**src/rtl/branch_pkg.sv**
```systemverilog
// Shared encodings for the branch sequencing controller: funct3 branch ops,
// controller state codes and the op legality check.
package branch_pkg;

    localparam logic [2:0] BR_BEQ  = 3'b000;
    localparam logic [2:0] BR_BNE  = 3'b001;
    localparam logic [2:0] BR_BLT  = 3'b100;
    localparam logic [2:0] BR_BGE  = 3'b101;
    localparam logic [2:0] BR_BLTU = 3'b110;
    localparam logic [2:0] BR_BGEU = 3'b111;

    localparam logic [1:0] ST_IDLE  = 2'd0;
    localparam logic [1:0] ST_EVAL  = 2'd1;
    localparam logic [1:0] ST_FLUSH = 2'd2;

    // funct3 values 010 and 011 have no conditional-branch meaning in RV32I
    function automatic logic is_legal_op(input logic [2:0] op);
        return (op != 3'b010) && (op != 3'b011);
    endfunction

endpackage

```
**src/rtl/sat_counter.sv**
```systemverilog
// Saturating up-counter with synchronous clear; sticks at all-ones.
module sat_counter #(
    parameter int WIDTH = 16
) (
    input  logic             i_clk,
    input  logic             i_clr,
    input  logic             i_inc,
    output logic [WIDTH-1:0] o_count
);

    logic [WIDTH-1:0] count_q;
    logic [WIDTH-1:0] count_d;

    always_comb begin
        count_d = count_q;
        if (i_inc && (count_q != {WIDTH{1'b1}})) begin
            count_d = count_q + WIDTH'(1);
        end
    end

    always_ff @(posedge i_clk) begin
        if (i_clr) begin
            count_q <= '0;
        end else begin
            count_q <= count_d;
        end
    end

    assign o_count = count_q;

endmodule

```
**src/rtl/branch_ctrl.sv**
```systemverilog
// Sequences one conditional branch through the shared branch_unit: latch,
// evaluate, then redirect fetch and hold a flush when the branch is taken.
module branch_ctrl
    import branch_pkg::*;
#(
    parameter int DATA_WIDTH   = 32,
    parameter int FLUSH_CYCLES = 2,
    parameter int CNT_WIDTH    = 16
) (
    input  logic                  i_clk,
    input  logic                  i_rst,
    input  logic                  i_valid,
    output logic                  o_ready,
    input  logic [2:0]            i_branch_op,
    input  logic [DATA_WIDTH-1:0] i_rs1,
    input  logic [DATA_WIDTH-1:0] i_rs2,
    input  logic [DATA_WIDTH-1:0] i_pc,
    input  logic [DATA_WIDTH-1:0] i_imm,
    output logic                  o_bu_branch,
    output logic [2:0]            o_bu_op,
    output logic [DATA_WIDTH-1:0] o_bu_a,
    output logic [DATA_WIDTH-1:0] o_bu_b,
    input  logic                  i_bu_take,
    output logic                  o_redirect,
    output logic [DATA_WIDTH-1:0] o_target,
    output logic                  o_flush,
    output logic                  o_illegal,
    output logic                  o_misaligned,
    output logic [CNT_WIDTH-1:0]  o_branch_cnt,
    output logic [CNT_WIDTH-1:0]  o_taken_cnt
);

    logic [1:0]            state_q, state_d;
    logic [3:0]            flush_cnt_q, flush_cnt_d;
    logic [2:0]            op_q, op_d;
    logic [DATA_WIDTH-1:0] rs1_q, rs1_d;
    logic [DATA_WIDTH-1:0] rs2_q, rs2_d;
    logic [DATA_WIDTH-1:0] pc_q, pc_d;
    logic [DATA_WIDTH-1:0] imm_q, imm_d;
    logic                  redirect_q, redirect_d;
    logic [DATA_WIDTH-1:0] target_q, target_d;
    logic                  illegal_q, illegal_d;
    logic                  misaligned_q, misaligned_d;

    logic                  transfer;
    logic                  op_legal;
    logic                  in_eval;
    logic [DATA_WIDTH-1:0] target_calc;
    logic                  target_aligned;
    logic                  take_aligned;
    logic                  take_misaligned;

    assign transfer        = i_valid && (state_q == ST_IDLE);
    assign op_legal        = is_legal_op(i_branch_op);
    assign in_eval         = (state_q == ST_EVAL);
    assign target_calc     = pc_q + imm_q;
    assign target_aligned  = (target_calc[1:0] == 2'b00);
    assign take_aligned    = in_eval && i_bu_take && target_aligned;
    assign take_misaligned = in_eval && i_bu_take && !target_aligned;

    always_ff @(posedge i_clk) begin
        if (i_rst) begin
            state_q      <= ST_IDLE;
            flush_cnt_q  <= '0;
            op_q         <= '0;
            rs1_q        <= '0;
            rs2_q        <= '0;
            pc_q         <= '0;
            imm_q        <= '0;
            redirect_q   <= 1'b0;
            target_q     <= '0;
            illegal_q    <= 1'b0;
            misaligned_q <= 1'b0;
        end else begin
            state_q      <= state_d;
            flush_cnt_q  <= flush_cnt_d;
            op_q         <= op_d;
            rs1_q        <= rs1_d;
            rs2_q        <= rs2_d;
            pc_q         <= pc_d;
            imm_q        <= imm_d;
            redirect_q   <= redirect_d;
            target_q     <= target_d;
            illegal_q    <= illegal_d;
            misaligned_q <= misaligned_d;
        end
    end

    // The flush counter is loaded on the redirect edge and leaves FLUSH at 1,
    // giving exactly FLUSH_CYCLES flush cycles.
    always_comb begin
        state_d     = state_q;
        flush_cnt_d = flush_cnt_q;
        case (state_q)
            ST_IDLE: begin
                if (transfer && op_legal) begin
                    state_d = ST_EVAL;
                end
            end
            ST_EVAL: begin
                if (take_aligned) begin
                    state_d     = ST_FLUSH;
                    flush_cnt_d = 4'(FLUSH_CYCLES);
                end else begin
                    state_d = ST_IDLE;
                end
            end
            ST_FLUSH: begin
                if (flush_cnt_q <= 4'd1) begin
                    state_d = ST_IDLE;
                end else begin
                    flush_cnt_d = flush_cnt_q - 4'd1;
                end
            end
            default: begin
                state_d = ST_IDLE;
            end
        endcase
    end

    always_comb begin
        op_d         = op_q;
        rs1_d        = rs1_q;
        rs2_d        = rs2_q;
        pc_d         = pc_q;
        imm_d        = imm_q;
        target_d     = target_q;
        redirect_d   = take_aligned;
        misaligned_d = take_misaligned;
        illegal_d    = transfer && !op_legal;
        if (transfer && op_legal) begin
            op_d  = i_branch_op;
            rs1_d = i_rs1;
            rs2_d = i_rs2;
            pc_d  = i_pc;
            imm_d = i_imm;
        end
        if (take_aligned) begin
            target_d = target_calc;
        end
    end

    always_comb begin
        o_ready      = (state_q == ST_IDLE);
        o_bu_branch  = (state_q == ST_EVAL);
        o_flush      = (state_q == ST_FLUSH);
        o_bu_op      = op_q;
        o_bu_a       = rs1_q;
        o_bu_b       = rs2_q;
        o_redirect   = redirect_q;
        o_target     = target_q;
        o_illegal    = illegal_q;
        o_misaligned = misaligned_q;
    end

    sat_counter #(
        .WIDTH(CNT_WIDTH)
    ) u_branch_cnt (
        .i_clk  (i_clk),
        .i_clr  (i_rst),
        .i_inc  (in_eval),
        .o_count(o_branch_cnt)
    );

    sat_counter #(
        .WIDTH(CNT_WIDTH)
    ) u_taken_cnt (
        .i_clk  (i_clk),
        .i_clr  (i_rst),
        .i_inc  (take_aligned),
        .o_count(o_taken_cnt)
    );

endmodule
```
**config.mk**
```make
export PLATFORM = sky130hd
export DESIGN_NAME = branch_ctrl
export DESIGN_NICKNAME = d
export VERILOG_FILES = /design/src/rtl/branch_pkg.sv /design/src/rtl/sat_counter.sv /design/src/rtl/branch_ctrl.sv
export SDC_FILE = /design/constraint.sdc
export NUM_CORES = 1
export LEC_CHECK = 0
export BUFFER_PORTS_ARGS = -buffer_cell sky130_fd_sc_hd__buf_2
export CORE_AREA = 2 2 177 179
export CTS_CLUSTER_DIAMETER = 100
export DETAILED_ROUTE_END_ITERATION = 8
export DIE_AREA = 0 0 179 181
export PLACE_DENSITY = 0.54
export SLEW_MARGIN = 20
export SYNTH_ARGS = -nofsm -noshare
export SYNTH_HDL_FRONTEND = slang
export SYNTH_SLANG_ARGS = --single-unit
```
**constraint.sdc**
```tcl
create_clock -name i_clk -period 5.8 [get_ports i_clk]
set_input_delay 0.29 -clock i_clk [delete_from_list [all_inputs] [get_ports i_clk]]
set_output_delay 0.29 -clock i_clk [all_outputs]
set_load 0.01 [all_outputs]
```
==> results.py, run 1 <==
metrics = {
    "outcome": {
        "outcome": "finished, final reports clean",
    },
    "power": {
        "power.share.clock": 0.437,
        "cell_internal_pwr_uw": 2610,
        "power_frac_comb": 0.135,
        "power_frac_seq": 0.428,
        "power.static_leakage_uw": 0.005434,
        "sw_frac_of_total": 0.2609,
        "power.density_nw_per_um2": 284.5,
        "net-switching-power_uw": 921.3,
        "worst_ir_drop_vdd_mv": 0.1899,
    },
    "clocking": {
        "clkSlewWorstSetupHoldPaths_ps": 60,
        "clockRootBuffer": "sky130_fd_sc_hd__clkbuf_16",
        "post_cts_resized": 0,
        "cts.hold.buffers_added": 89,
        "cts_tree": "built",
        "cts_setup_buffers": 0,
        "clock_sinks": 204,
        "cts_made_buffers": 25,
        "htreeDepth": 1,
        "worstSkewPairLatency_ps": 520,
        "clock_tree.buffer_depth": 3,
    },
    "route": {
        "dr_total_vias": 8821,
        "average_vias_per_placed_instance": 4.675,
        "drc_violations_left": 0,
        "route.final.wire_length_microns": 27070,
        "detail_route.first_pass.iterations": 5,
        "final_antenna_violating_net_count": 0,
        "detail_route.iter0.violations": 495,
        "avgRoutedWirePerCell_microns": 14.35,
    },
    "yosys": {
        "async_flop_share": 0,
        "post_synth_fa_ha_maj_area_fraction": 0.05497,
        "synth-seq-cells": 204,
        "post_synth_num_cell_types": 61,
        "count_of_flip_flops_with_a_built_in_enable_after_synthesis": 0,
        "synth_area_per_cell_sq_um": 7.907,
        "synth_simple_gate_area_share": 0.2277,
        "post_synth_xor_area_fraction": 0.04858,
        "ys.flop_type": "sky130_fd_sc_hd__dfxtp_1",
        "synthesis.instances": 1140,
        "ys_seq_area_frac": 0.4531,
        "netlist_area_sq_um": 9014,
        "synth_top_family_by_area": "simple AND/OR/NAND/NOR gates",
        "muxShareOfSynthArea": 0.004442,
        "synth_compound_area_frac": 0.1773,
        "synth.net_count": 1314,
        "yosysWarningCount": 0,
    },
    "floorplan": {
        "io-pin-count": 272,
        "floorplan.rows": 64,
        "die_height_microns": 181,
        "die_w_microns": 179,
        "initial_cell_density_of_the_core": 0.2970,
        "dieArea_sq_um": 32400,
        "placeableCoreArea_sq_um": 30350,
    },
    "critical_path": {
        "endpoint": "u_taken_cnt.o_count[13]",
        "timing.setup.critical_path_class": "register to register",
        "reg2reg_depth": 9,
        "crit_arrival_ps": 3230,
        "setup.reg_to_reg.worst_slack_ps": 2950,
        "rr_endpoint": "u_taken_cnt.o_count[13]",
        "type_of_destination_of_the_critical_path": "register",
        "cp.required_ps": 6180,
        "setup.worst_path.start_class": "register",
        "regToRegStartpoint": "pc_q[0]",
        "worst-path-max-fanout": 12,
        "critical_path.startpoint": "pc_q[0]",
    },
    "global_route": {
        "grt_antenna_before_repair": 0,
        "gr-usage-all-layers": 0.1637,
        "grt_pass1_vias": 8311,
        "grt-ovfl-total": 0,
        "grt_first_pass_wirelength_microns": 43280,
        "grt_max_degree": 98,
    },
    "cells_and_area": {
        "final_core_util": 0.4090,
        "design_area_sq_um": 12410,
        "design.final.nets": 1647,
        "layout-area-overhead-vs-synth_pct": 37.70,
        "n_antenna_cell": 0,
        "final_layout_size_suffix_gt1_frac": 0.2280,
    },
    "placement": {
        "detailed_place.area_sq_um": 10700,
        "placement.io_buffers": 271,
        "place_congestion": 0.8365,
        "post-dp-hpwl_microns": 18920,
    },
    "sta": {
        "fmax_ghz": 0.3515,
        "post-route-min-period_ps": 2845,
        "skew_ps": 13.41,
        "relSlewSlack": 0.4189,
        "final_min_period_over_clock_period": 0.4905,
        "pin_slew_with_the_least_headroom_to_its_limit_ps": 868.4,
        "setup_repair_after_global_routing_missed_its_margin": "false",
        "finalSetupViolCount": 0,
        "setup-tns-final_ps": 0,
        "final_max_slew_viol_count": 0,
        "hold_viol_final": 0,
    },
    "hold_path": {
        "hold_depth": 3,
        "min-delay-start": "i_branch_op[0]",
        "min_path_type": "input pin to register",
    },
    "flow_run": {
        "drv.max_cap_violation_count": 0,
    },
}
-- Yosys cell counts, types with 2 or more instances --
cell type | number | share of area
sky130_fd_sc_hd__buf_1 | 4 | 0.0017
sky130_fd_sc_hd__xor2_1 | 31 | 0.030
sky130_fd_sc_hd__o21ai_0 | 31 | 0.017
sky130_fd_sc_hd__o211ai_1 | 3 | 0.0025
sky130_fd_sc_hd__or2_2 | 2 | 0.0014
sky130_fd_sc_hd__mux2i_1 | 4 | 0.0044
sky130_fd_sc_hd__o21bai_1 | 7 | 0.0058
sky130_fd_sc_hd__ha_1 | 38 | 0.053
sky130_fd_sc_hd__a211oi_1 | 11 | 0.0092
sky130_fd_sc_hd__a21oi_2 | 2 | 0.0019
sky130_fd_sc_hd__a21o_1 | 12 | 0.010
sky130_fd_sc_hd__nand2b_1 | 3 | 0.0021
sky130_fd_sc_hd__and4_1 | 3 | 0.0029
sky130_fd_sc_hd__a31oi_1 | 2 | 0.0014
sky130_fd_sc_hd__or3b_2 | 2 | 0.0019
sky130_fd_sc_hd__nor3_2 | 2 | 0.0022
sky130_fd_sc_hd__buf_2 | 3 | 0.0017
sky130_fd_sc_hd__nor2_1 | 65 | 0.027
sky130_fd_sc_hd__a22oi_1 | 2 | 0.0017
sky130_fd_sc_hd__inv_1 | 15 | 0.0062
sky130_fd_sc_hd__a21oi_1 | 186 | 0.10
sky130_fd_sc_hd__o21ai_1 | 8 | 0.0044
sky130_fd_sc_hd__nand3_1 | 17 | 0.0094
sky130_fd_sc_hd__a41oi_1 | 2 | 0.0019
sky130_fd_sc_hd__and3_1 | 5 | 0.0035
sky130_fd_sc_hd__nor3_1 | 13 | 0.0072
sky130_fd_sc_hd__nand4_1 | 15 | 0.010
sky130_fd_sc_hd__o21a_1 | 3 | 0.0025
sky130_fd_sc_hd__clkbuf_1 | 52 | 0.022
sky130_fd_sc_hd__nand2_1 | 334 | 0.14
sky130_fd_sc_hd__nor2b_1 | 4 | 0.0028
sky130_fd_sc_hd__dfxtp_1 | 204 | 0.45
sky130_fd_sc_hd__or3_1 | 8 | 0.0056
sky130_fd_sc_hd__and2_1 | 2 | 0.0014
sky130_fd_sc_hd__xnor2_1 | 19 | 0.018
-- through the flow --
step / hold slack, ps / instances / setup slack (ps) / total power, uW
3_3_place_gp: 434.0 / 1753 / 3008 / 1971
2_1_floorplan: 426.0 / 1140 / 3353 / 1808
5_1_grt: 5.555 / 1887 / 2756 / 3710
3_5_place_dp: 437.9 / 1753 / 2955 / 1977
4_1_cts: 0.08332 / 1887 / 2951 / 3592
6_report: 19.78 / 1887 / 2955 / 3531
-- layout by cell type, fill, tap and decap left out, types with 5 or more instances in the layout --
| cell | instances |
|---|---|
| sky130_fd_sc_hd__buf_2 | 270 |
| sky130_fd_sc_hd__clkbuf_1 | 5 |
| sky130_fd_sc_hd__xor2_1 | 31 |
| sky130_fd_sc_hd__or3_1 | 8 |
| sky130_fd_sc_hd__ha_1 | 38 |
| sky130_fd_sc_hd__inv_1 | 15 |
| sky130_fd_sc_hd__o21bai_1 | 7 |
| sky130_fd_sc_hd__a211oi_1 | 11 |
| sky130_fd_sc_hd__clkbuf_8 | 8 |
| sky130_fd_sc_hd__nand2_1 | 334 |
| sky130_fd_sc_hd__buf_4 | 7 |
| sky130_fd_sc_hd__dlygate4sd3_1 | 89 |
| sky130_fd_sc_hd__and3_1 | 5 |
| sky130_fd_sc_hd__a21o_1 | 12 |
| sky130_fd_sc_hd__nand3_1 | 16 |
| sky130_fd_sc_hd__xnor2_1 | 19 |
| sky130_fd_sc_hd__nand4_1 | 15 |
| sky130_fd_sc_hd__nor3_1 | 13 |
| sky130_fd_sc_hd__nor2_1 | 65 |
| sky130_fd_sc_hd__clkbuf_16 | 25 |
| sky130_fd_sc_hd__o21ai_0 | 31 |
| sky130_fd_sc_hd__dfxtp_1 | 204 |
| sky130_fd_sc_hd__o21ai_1 | 8 |
| sky130_fd_sc_hd__a21oi_1 | 186 |
-- critical path: stages, from the launching register on --
cell,delay (ps)
sky130_fd_sc_hd__dfxtp_1,310
sky130_fd_sc_hd__ha_1,230
sky130_fd_sc_hd__fa_1,500
sky130_fd_sc_hd__nor3_4,540
sky130_fd_sc_hd__o21a_1,330
sky130_fd_sc_hd__and3_1,260
sky130_fd_sc_hd__and3_1,230
sky130_fd_sc_hd__nand4_1,120
sky130_fd_sc_hd__xor2_1,150
sky130_fd_sc_hd__nor2_1,50
-- state kept, by name (all words and copies together) (netlist names), 4 cells and up --
| register | cells |
|---|---|
| o_bu_b | 32 |
| imm_q | 32 |
| u_branch_cnt.o_count | 16 |
| flush_cnt_q | 4 |
| o_target | 32 |
| u_taken_cnt.o_count | 16 |
| o_bu_a | 32 |
| pc_q | 32 |
-- power groups by stage --
stage | Combinational, uW | Sequential, uW | Clock, uW
detailed placement | 435 | 1540 | 0
global route | 538 | 1520 | 1650
floorplan | 255 | 1550 | 0
global placement | 432 | 1540 | 0
finish | 478 | 1510 | 1540
CTS | 485 | 1510 | 1600
-- metal layers --
metal | global-route usage | vias to the layer above | part of all wire
met5 | 0 | - | 0
met4 | 0.05463 | 0 | 0.035
met3 | 0.03114 | 52 | 0.058
met2 | 0.2711 | 235 | 0.46
met1 | 0.2124 | 4013 | 0.45
li1 | - | 4521 | -
-- worst min path at each step --
| stage | endpoint | slack (ps) |
|---|---|---|
| detailed placement | o_bu_op[1] | 440 |
| finish | o_bu_op[0] | 20 |
| global placement | o_target[30] | 430 |
| global route | pc_q[13] | 6 |
| floorplan | imm_q[0] | 430 |
| CTS | o_bu_b[29] | 0.08 |
-- area by class of cell --
type	instances	area (sq um)
Inverter	15	56.30
Fill cell	3104	17940
Tap cell	396	495.5
Clock inverter	7	66.31
Sequential cell	204	4084
Multi-Input combinational cell	860	4649
Timing Repair Buffer	367	2306
Clock buffer	38	754.5
-- cell families (layout without fill, tap and decap cells) --
logic type | Yosys count | in the layout
buf+inv | 76 | 427
fa+ha+maj | 39 | 39
xor+xnor | 50 | 50
simple gates | 485 | 485
mux | 4 | 4
compound gates | 282 | 282
flops | 204 | 204
Note: power is estimated with default switching activity, not from simulation.
==> inputs of run 2 (changes only) <==
--- a/config.mk
+++ b/config.mk
@@ -5,12 +5,13 @@
 export SDC_FILE = /design/constraint.sdc
 export NUM_CORES = 1
 export LEC_CHECK = 0
+export ABC_AREA = 1
 export BUFFER_PORTS_ARGS = -buffer_cell sky130_fd_sc_hd__buf_2
-export CORE_AREA = 2 2 177 179
+export CORE_AREA = 2 2 188 190
 export CTS_CLUSTER_DIAMETER = 100
 export DETAILED_ROUTE_END_ITERATION = 8
-export DIE_AREA = 0 0 179 181
-export PLACE_DENSITY = 0.54
+export DIE_AREA = 0 0 190 192
+export PLACE_DENSITY = 0.55
 export SLEW_MARGIN = 20
 export SYNTH_ARGS = -nofsm -noshare
 export SYNTH_HDL_FRONTEND = slang
==> constraint.sdc (replaced) <==
create_clock -name i_clk -period 2.6 [get_ports i_clk]
set_input_delay 0.13 -clock i_clk [delete_from_list [all_inputs] [get_ports i_clk]]
set_output_delay 0.13 -clock i_clk [all_outputs]
set_load 0.01 [all_outputs]
==> run 2 against run 1 <==
- core utilization hardly changed
- die area is 13% higher
- via count is 20% higher
- cell count is 26% higher
- global-route usage is 0.59 points higher
- clock-buffer cell count is 3 lower
- routed wire length is 16% higher
- largest cell class unchanged
- worst setup slack worse by 2600 ps
- critical path depth is 1 higher
- first-iteration DRC count is 14% higher
- non-clock buffer count is 45 higher
==> results.py, run 2 <==
metrics = {
    "outcome": {
        "outcome": "finished, final reports clean",
    },
    "sta": {
        "finalSetupViolCount": 0,
        "skew_ps": 8.590,
        "hold_slack_ps": 81.15,
        "final_max_slew_viol_count": 0,
        "final_min_period_over_clock_period": 0.8506,
        "pin_slew_with_the_least_headroom_to_its_limit_ps": 991.0,
        "setup_ws_ps": 388.5,
        "fmax_ghz": 0.4522,
        "setup-tns-final_ps": 0,
        "post-route-min-period_ps": 2211,
        "hold_viol_final": 0,
        "setup_repair_after_global_routing_missed_its_margin": "false",
        "relSlewSlack": 0.3394,
    },
    "clocking": {
        "clockRootBuffer": "sky130_fd_sc_hd__clkbuf_16",
        "worstSkewPairLatency_ps": 520,
        "cts_setup_buffers": 0,
        "clkSlewWorstSetupHoldPaths_ps": 60,
        "cts_tree": "built",
        "htreeDepth": 1,
        "cts_made_buffers": 25,
        "clock_sinks": 204,
        "clock_tree.buffer_depth": 3,
    },
    "cells_and_area": {
        "fillCellCount": 3608,
        "n_antenna_cell": 0,
        "commonest_non_fill_non_tap_cell_in_the_layout": "sky130_fd_sc_hd__nand2_1",
        "design.final.nets": 2076,
        "final_layout_size_suffix_gt1_frac": 0.1839,
        "layout-area-overhead-vs-synth_pct": 37.99,
        "final-instance-count-excl-fill": 2374,
        "mostFrequentLayoutCells": "sky130_fd_sc_hd__nand2_1 (559), sky130_fd_sc_hd__buf_2 (270), sky130_fd_sc_hd__dfxtp_1 (204), sky130_fd_sc_hd__a21oi_1 (181), sky130_fd_sc_hd__inv_1 (169)",
    },
    "floorplan": {
        "dieArea_sq_um": 36480,
        "placeableCoreArea_sq_um": 34290,
        "die_w_microns": 190,
        "io-pin-count": 272,
        "floorplan.rows": 68,
        "die_height_microns": 192,
        "initial_cell_density_of_the_core": 0.2965,
    },
    "route": {
        "average_vias_per_placed_instance": 4.445,
        "final_antenna_violating_net_count": 0,
        "detail_route.iter0.violations": 564,
        "detailroute.wirelength.met3_microns": 1983,
        "met1_wire_length_microns": 14170,
        "drc_violations_left": 0,
        "detail_route.first_pass.iterations": 5,
        "wl_met2_microns": 14500,
        "top_layer": "met4",
        "avgRoutedWirePerCell_microns": 13.22,
        "dr_total_vias": 10550,
        "route.final.wire_length_microns": 31390,
    },
    "yosys": {
        "post_synth_num_cell_types": 38,
        "async_flop_share": 0,
        "synth_commonest_cells": "sky130_fd_sc_hd__nand2_1 (559), sky130_fd_sc_hd__dfxtp_1 (204), sky130_fd_sc_hd__a21oi_1 (181), sky130_fd_sc_hd__inv_1 (169), sky130_fd_sc_hd__nor2_1 (121)",
        "ys.flop_type": "sky130_fd_sc_hd__dfxtp_1",
        "ys_seq_area_frac": 0.4017,
        "synth_top_area_frac": 0.4017,
        "count_of_flip_flops_with_a_built_in_enable_after_synthesis": 0,
        "synth.most_common_cell": "sky130_fd_sc_hd__nand2_1",
        "synth.net_count": 1696,
        "synthesis.instances": 1522,
        "synth-seq-cells": 204,
        "synth_area_leaders": "sky130_fd_sc_hd__dfxtp_1 (40%), sky130_fd_sc_hd__nand2_1 (21%), sky130_fd_sc_hd__a21oi_1 (8.9%)",
        "netlist_area_sq_um": 10170,
        "yosysWarningCount": 0,
        "synth_area_per_cell_sq_um": 6.679,
        "synth_largest_area_cell": "sky130_fd_sc_hd__dfxtp_1",
    },
    "critical_path": {
        "crit_path_cell_trace": "ha_1 -> fa_1 -> nor2_1 -> nand3_2 -> inv_2 -> nand2_4 -> inv_2 -> nand3_1 -> o21ai_0 -> a21oi_1",
        "longest_individual_stage_delay_on_the_worst_path_ps": 440,
        "type_of_destination_of_the_critical_path": "register",
        "cp_slowest_cell": "sky130_fd_sc_hd__fa_1",
        "worst_path_most_repeated_cell": "sky130_fd_sc_hd__inv_2",
        "worst-path-max-fanout": 12,
        "timing.setup.critical_path_class": "register to register",
        "crit_arrival_ps": 2620,
        "setup.worst_path.start_class": "register",
        "cp.required_ps": 3010,
    },
    "power": {
        "power.density_nw_per_um2": 684.3,
        "worst_ir_drop_vdd_mv": 0.4488,
        "total_power_uw": 9600,
        "power.static_leakage_uw": 0.006827,
    },
    "global_route": {
        "grt-ovfl-total": 0,
        "grt_first_pass_wirelength_microns": 50890,
        "gr-usage-all-layers": 0.1696,
        "grt_max_degree": 176,
        "grt_pass1_vias": 10300,
        "grt_antenna_before_repair": 0,
    },
    "flow_run": {
        "drv.max_cap_violation_count": 0,
    },
    "placement": {
        "placedCellCount": 2197,
        "place_congestion": 0.8994,
        "post-dp-hpwl_microns": 22180,
        "post-place-ws_ps": 418.0,
        "placement.io_buffers": 271,
    },
    "hold_path": {
        "min_path_type": "input pin to register",
    },
}
run 2: changes by cell type after synthesis, moves of 16 or more:
cell and change:
sky130_fd_sc_hd__inv_1 +154, sky130_fd_sc_hd__nor2_1 +56, sky130_fd_sc_hd__nand2_1 +225, sky130_fd_sc_hd__buf_2 +16, sky130_fd_sc_hd__clkbuf_1 -24, sky130_fd_sc_hd__nand3_1 +37
run 2: final cells by class:
cell class | instances | area (sq um) | share of cell area
Tap cell | 455 | 569.3 | 0.04058
Multi-Input combinational cell | 1082 | 5121 | 0.3651
Inverter | 177 | 668.1 | 0.04763
Sequential cell | 204 | 4084 | 0.2911
Timing Repair Buffer | 412 | 2804 | 0.1999
Clock buffer | 35 | 703.2 | 0.05012
Clock inverter | 9 | 78.83 | 0.005619
run 2: power breakdown:
part           switching (uW)  internal [uW]
clock network            1350           1980
logic                    1570            971
registers                 227           3500
run 2: metal layers:
metal / vias to the layer above / global-route usage
li1: 5507 / -
met1: 4729 / 0.2143
met2: 266 / 0.2910
met3: 50 / 0.03709
met4: 0 / 0.04621
met5: - / 0
run 2: logic make-up (layout without fill, tap and decap cells):
| family | after synthesis | count (layout) | synth area share |
|---|---|---|---|
| adder cells (fa/ha/maj) | 39 | 39 | 0.04874 |
| flip-flops | 204 | 204 | 0.4017 |
| buffers and inverters | 236 | 633 | 0.09526 |
| XOR/XNOR | 29 | 29 | 0.02499 |
| AND/OR/NAND/NOR | 789 | 789 | 0.3162 |
| AO/OA/AOI/OAI | 225 | 225 | 0.1131 |
run 2: path summary, 6_finish.rpt:
path                                  from                 endpoint  slack (ps)  depth (start not counted)
worst max-delay path               pc_q[0]  u_taken_cnt.o_count[10]         390                         10
worst min-delay path                 i_rst   u_taken_cnt.o_count[7]          80                          4
worst max register to register     pc_q[0]  u_taken_cnt.o_count[10]         390                         10
worst min register to register  o_bu_a[29]               o_bu_a[29]         460                          2
run 2: per-stage QoR:
step	cell area (sq um)	utilization
after floorplan	10170	-
after global placement	11920	0.3475
after detailed placement	11920	0.3475
after CTS	14030	0.4091
after global routing	14030	0.4091
final	14030	0.4091
run 2: what timing repair did:
| action | 4_1_cts | 5_1_grt |
|---|---|---|
| hold buffers | 133 | 0 |
| resized for setup | 0 | 0 |
| endpoints found under the hold margin | 133 | 0 |
run 2: critical path, delay by kind of cell (launching register included):
family,cells,cell delay (ps)
buf+inv,2,350
flops,1,320
compound gates,2,220
simple gates,4,530
fa+ha+maj,2,670
==> inputs of run 3 (changes only) <==
--- a/config.mk
+++ b/config.mk
@@ -7,10 +7,10 @@
 export LEC_CHECK = 0
 export ABC_AREA = 1
 export BUFFER_PORTS_ARGS = -buffer_cell sky130_fd_sc_hd__buf_2
-export CORE_AREA = 2 2 188 190
+export CORE_AREA = 2 2 216 165
 export CTS_CLUSTER_DIAMETER = 100
 export DETAILED_ROUTE_END_ITERATION = 8
-export DIE_AREA = 0 0 190 192
+export DIE_AREA = 0 0 218 167
 export PLACE_DENSITY = 0.55
 export SLEW_MARGIN = 20
 export SYNTH_ARGS = -nofsm -noshare
==> run 3 against run 2 <==
- via count increased by 0.81%
- sequential share of layout area increased by 0.083 points
- clock skew increased by 3.2 ps
- cell area decreased by 0.29%
- highest routed layer unchanged
- first-iteration DRC count decreased by 3.7%
- total power decreased by 0.61%
==> results.py, run 3 (synthesized netlist as in run 2, its figures left out) <==
metrics = {
    "global_route": {
        "gr-usage-all-layers": 0.1725,
        "grt_max_degree": 176,
        "grt-ovfl-total": 0,
        "grt_first_pass_wirelength_microns": 51490,
        "grt_pass1_vias": 10290,
        "grt_antenna_before_repair": 0,
    },
    "power": {
        "sw_frac_of_total": 0.3265,
        "cell_internal_pwr_uw": 6426,
        "power.static_leakage_uw": 0.006813,
        "power.share.clock": 0.341,
        "power.density_nw_per_um2": 682.1,
        "worst_ir_drop_vdd_mv": 0.4102,
        "net-switching-power_uw": 3116,
        "power_frac_comb": 0.269,
        "power_frac_seq": 0.391,
    },
    "sta": {
        "fmax_ghz": 0.4609,
        "relSlewSlack": 0.3964,
        "setup-tns-final_ps": 0,
        "post-route-min-period_ps": 2170,
        "finalSetupViolCount": 0,
        "pin_slew_with_the_least_headroom_to_its_limit_ps": 904.4,
        "final_max_slew_viol_count": 0,
        "setup_ws_ps": 430.4,
        "hold_viol_final": 0,
        "setup_repair_after_global_routing_missed_its_margin": "false",
        "skew_ps": 11.76,
        "final_min_period_over_clock_period": 0.8345,
    },
    "critical_path": {
        "worst-path-max-fanout": 13,
        "type_of_destination_of_the_critical_path": "register",
        "crit_arrival_ps": 2550,
        "setup.worst_path.start_class": "register",
        "timing.setup.critical_path_class": "register to register",
        "reg2reg_depth": 9,
        "critical_path.startpoint": "pc_q[0]",
        "regToRegStartpoint": "pc_q[0]",
        "cp.required_ps": 2980,
        "setup.reg_to_reg.worst_slack_ps": 430,
        "endpoint": "flush_cnt_q[3]",
        "rr_endpoint": "flush_cnt_q[3]",
    },
    "floorplan": {
        "dieArea_sq_um": 36410,
        "placeableCoreArea_sq_um": 34250,
        "die_w_microns": 218,
        "die_height_microns": 167,
        "initial_cell_density_of_the_core": 0.2968,
        "floorplan.rows": 59,
        "io-pin-count": 272,
    },
    "cells_and_area": {
        "mostFrequentLayoutCells": "sky130_fd_sc_hd__nand2_1 (559), sky130_fd_sc_hd__buf_2 (270), sky130_fd_sc_hd__dfxtp_1 (204), sky130_fd_sc_hd__a21oi_1 (181), sky130_fd_sc_hd__inv_1 (169)",
        "fillCellCount": 3651,
        "commonest_non_fill_non_tap_cell_in_the_layout": "sky130_fd_sc_hd__nand2_1",
        "final_layout_size_suffix_gt1_frac": 0.1821,
        "n_antenna_cell": 0,
        "layout-area-overhead-vs-synth_pct": 37.60,
        "design.final.nets": 2072,
    },
    "placement": {
        "place_congestion": 0.8900,
        "post-place-ws_ps": 432.7,
        "placement.io_buffers": 271,
        "post-dp-hpwl_microns": 22540,
    },
    "route": {
        "drc_violations_left": 0,
        "detail_route.iter0.violations": 543,
        "average_vias_per_placed_instance": 4.492,
        "route.final.wire_length_microns": 32160,
        "detail_route.first_pass.iterations": 5,
        "final_antenna_violating_net_count": 0,
        "dr_total_vias": 10640,
        "avgRoutedWirePerCell_microns": 13.58,
    },
    "outcome": {
        "outcome": "finished, final reports clean",
    },
    "clocking": {
        "htreeDepth": 1,
        "clkSlewWorstSetupHoldPaths_ps": 60,
        "post_cts_resized": 0,
        "clock_tree.buffer_depth": 3,
        "cts_made_buffers": 23,
        "clockRootBuffer": "sky130_fd_sc_hd__clkbuf_16",
        "worstSkewPairLatency_ps": 520,
        "clock_sinks": 204,
        "cts_tree": "built",
    },
    "hold_path": {
        "min-delay-start": "i_valid",
        "min_path_type": "input pin to register",
    },
    "flow_run": {
        "drv.max_cap_violation_count": 0,
    },
}
run 3: stage by stage:
stage / hold slack (ps) / utilization / cell area [sq um] / total power, uW / std cells
5_1_grt: 139.4 / 0.4084 / 13990 / 10130 / 2368
3_5_place_dp: 387.6 / 0.3479 / 11920 / 6219 / 2197
4_1_cts: 58.26 / 0.4084 / 13990 / 9681 / 2368
6_report: 98.19 / 0.4084 / 13990 / 9541 / 2368
2_1_floorplan: 268.5 / - / 10170 / 5376 / 1522
3_3_place_gp: 383.9 / 0.3479 / 11920 / 6190 / 2197
run 3: power groups by stage:
stage	Sequential, uW	Combinational [uW]	Clock [uW]
global placement	3780	2410	0
global route	3770	2890	3460
floorplan	3840	1540	0
CTS	3730	2600	3360
detailed placement	3790	2430	0
finish	3730	2560	3250
run 3: critical path: stages (launching register included):
cell,delay [ps]
sky130_fd_sc_hd__dfxtp_1,310
sky130_fd_sc_hd__ha_1,210
sky130_fd_sc_hd__fa_1,430
sky130_fd_sc_hd__nor2_1,170
sky130_fd_sc_hd__nand3_2,100
sky130_fd_sc_hd__buf_4,210
sky130_fd_sc_hd__nand2_1,60
sky130_fd_sc_hd__nand3_1,110
sky130_fd_sc_hd__o21ai_0,340
sky130_fd_sc_hd__nor3b_1,100
run 3: cell type report:
class	count	area (sq um)	area share
repair buffers	410	2801	0.2003
clock buffers	31	655.6	0.04687
clock inverters	7	85.08	0.006082
multi-input cells	1082	5121	0.3661
well taps	457	571.8	0.04088
inverters	177	669.4	0.04785
flip-flops and latches	204	4084	0.2920
run 3: repair_timing:
| action | CTS | global route |
|---|---|---|
| hold buffers | 133 | 0 |
| buffers inserted | 0 | 0 |
| endpoints found under the hold margin | 133 | 0 |
run 3: routing by layer:
metal  track usage  wire, microns
met4       0.05176            935
met2        0.2730          13730
met1        0.2299          15250
met3       0.04438           2250
met5             0              0
run 3: worst min path at each step:
stage | to | cells past startpoint | slack, ps
5_1_grt | o_bu_op[1] | 4 | 140
3_5_place_dp | imm_q[29] | 3 | 390
4_1_cts | o_bu_op[1] | 4 | 60
6_report | o_bu_op[1] | 4 | 100
2_1_floorplan | o_illegal | 2 | 270
3_3_place_gp | o_bu_a[26] | 3 | 380
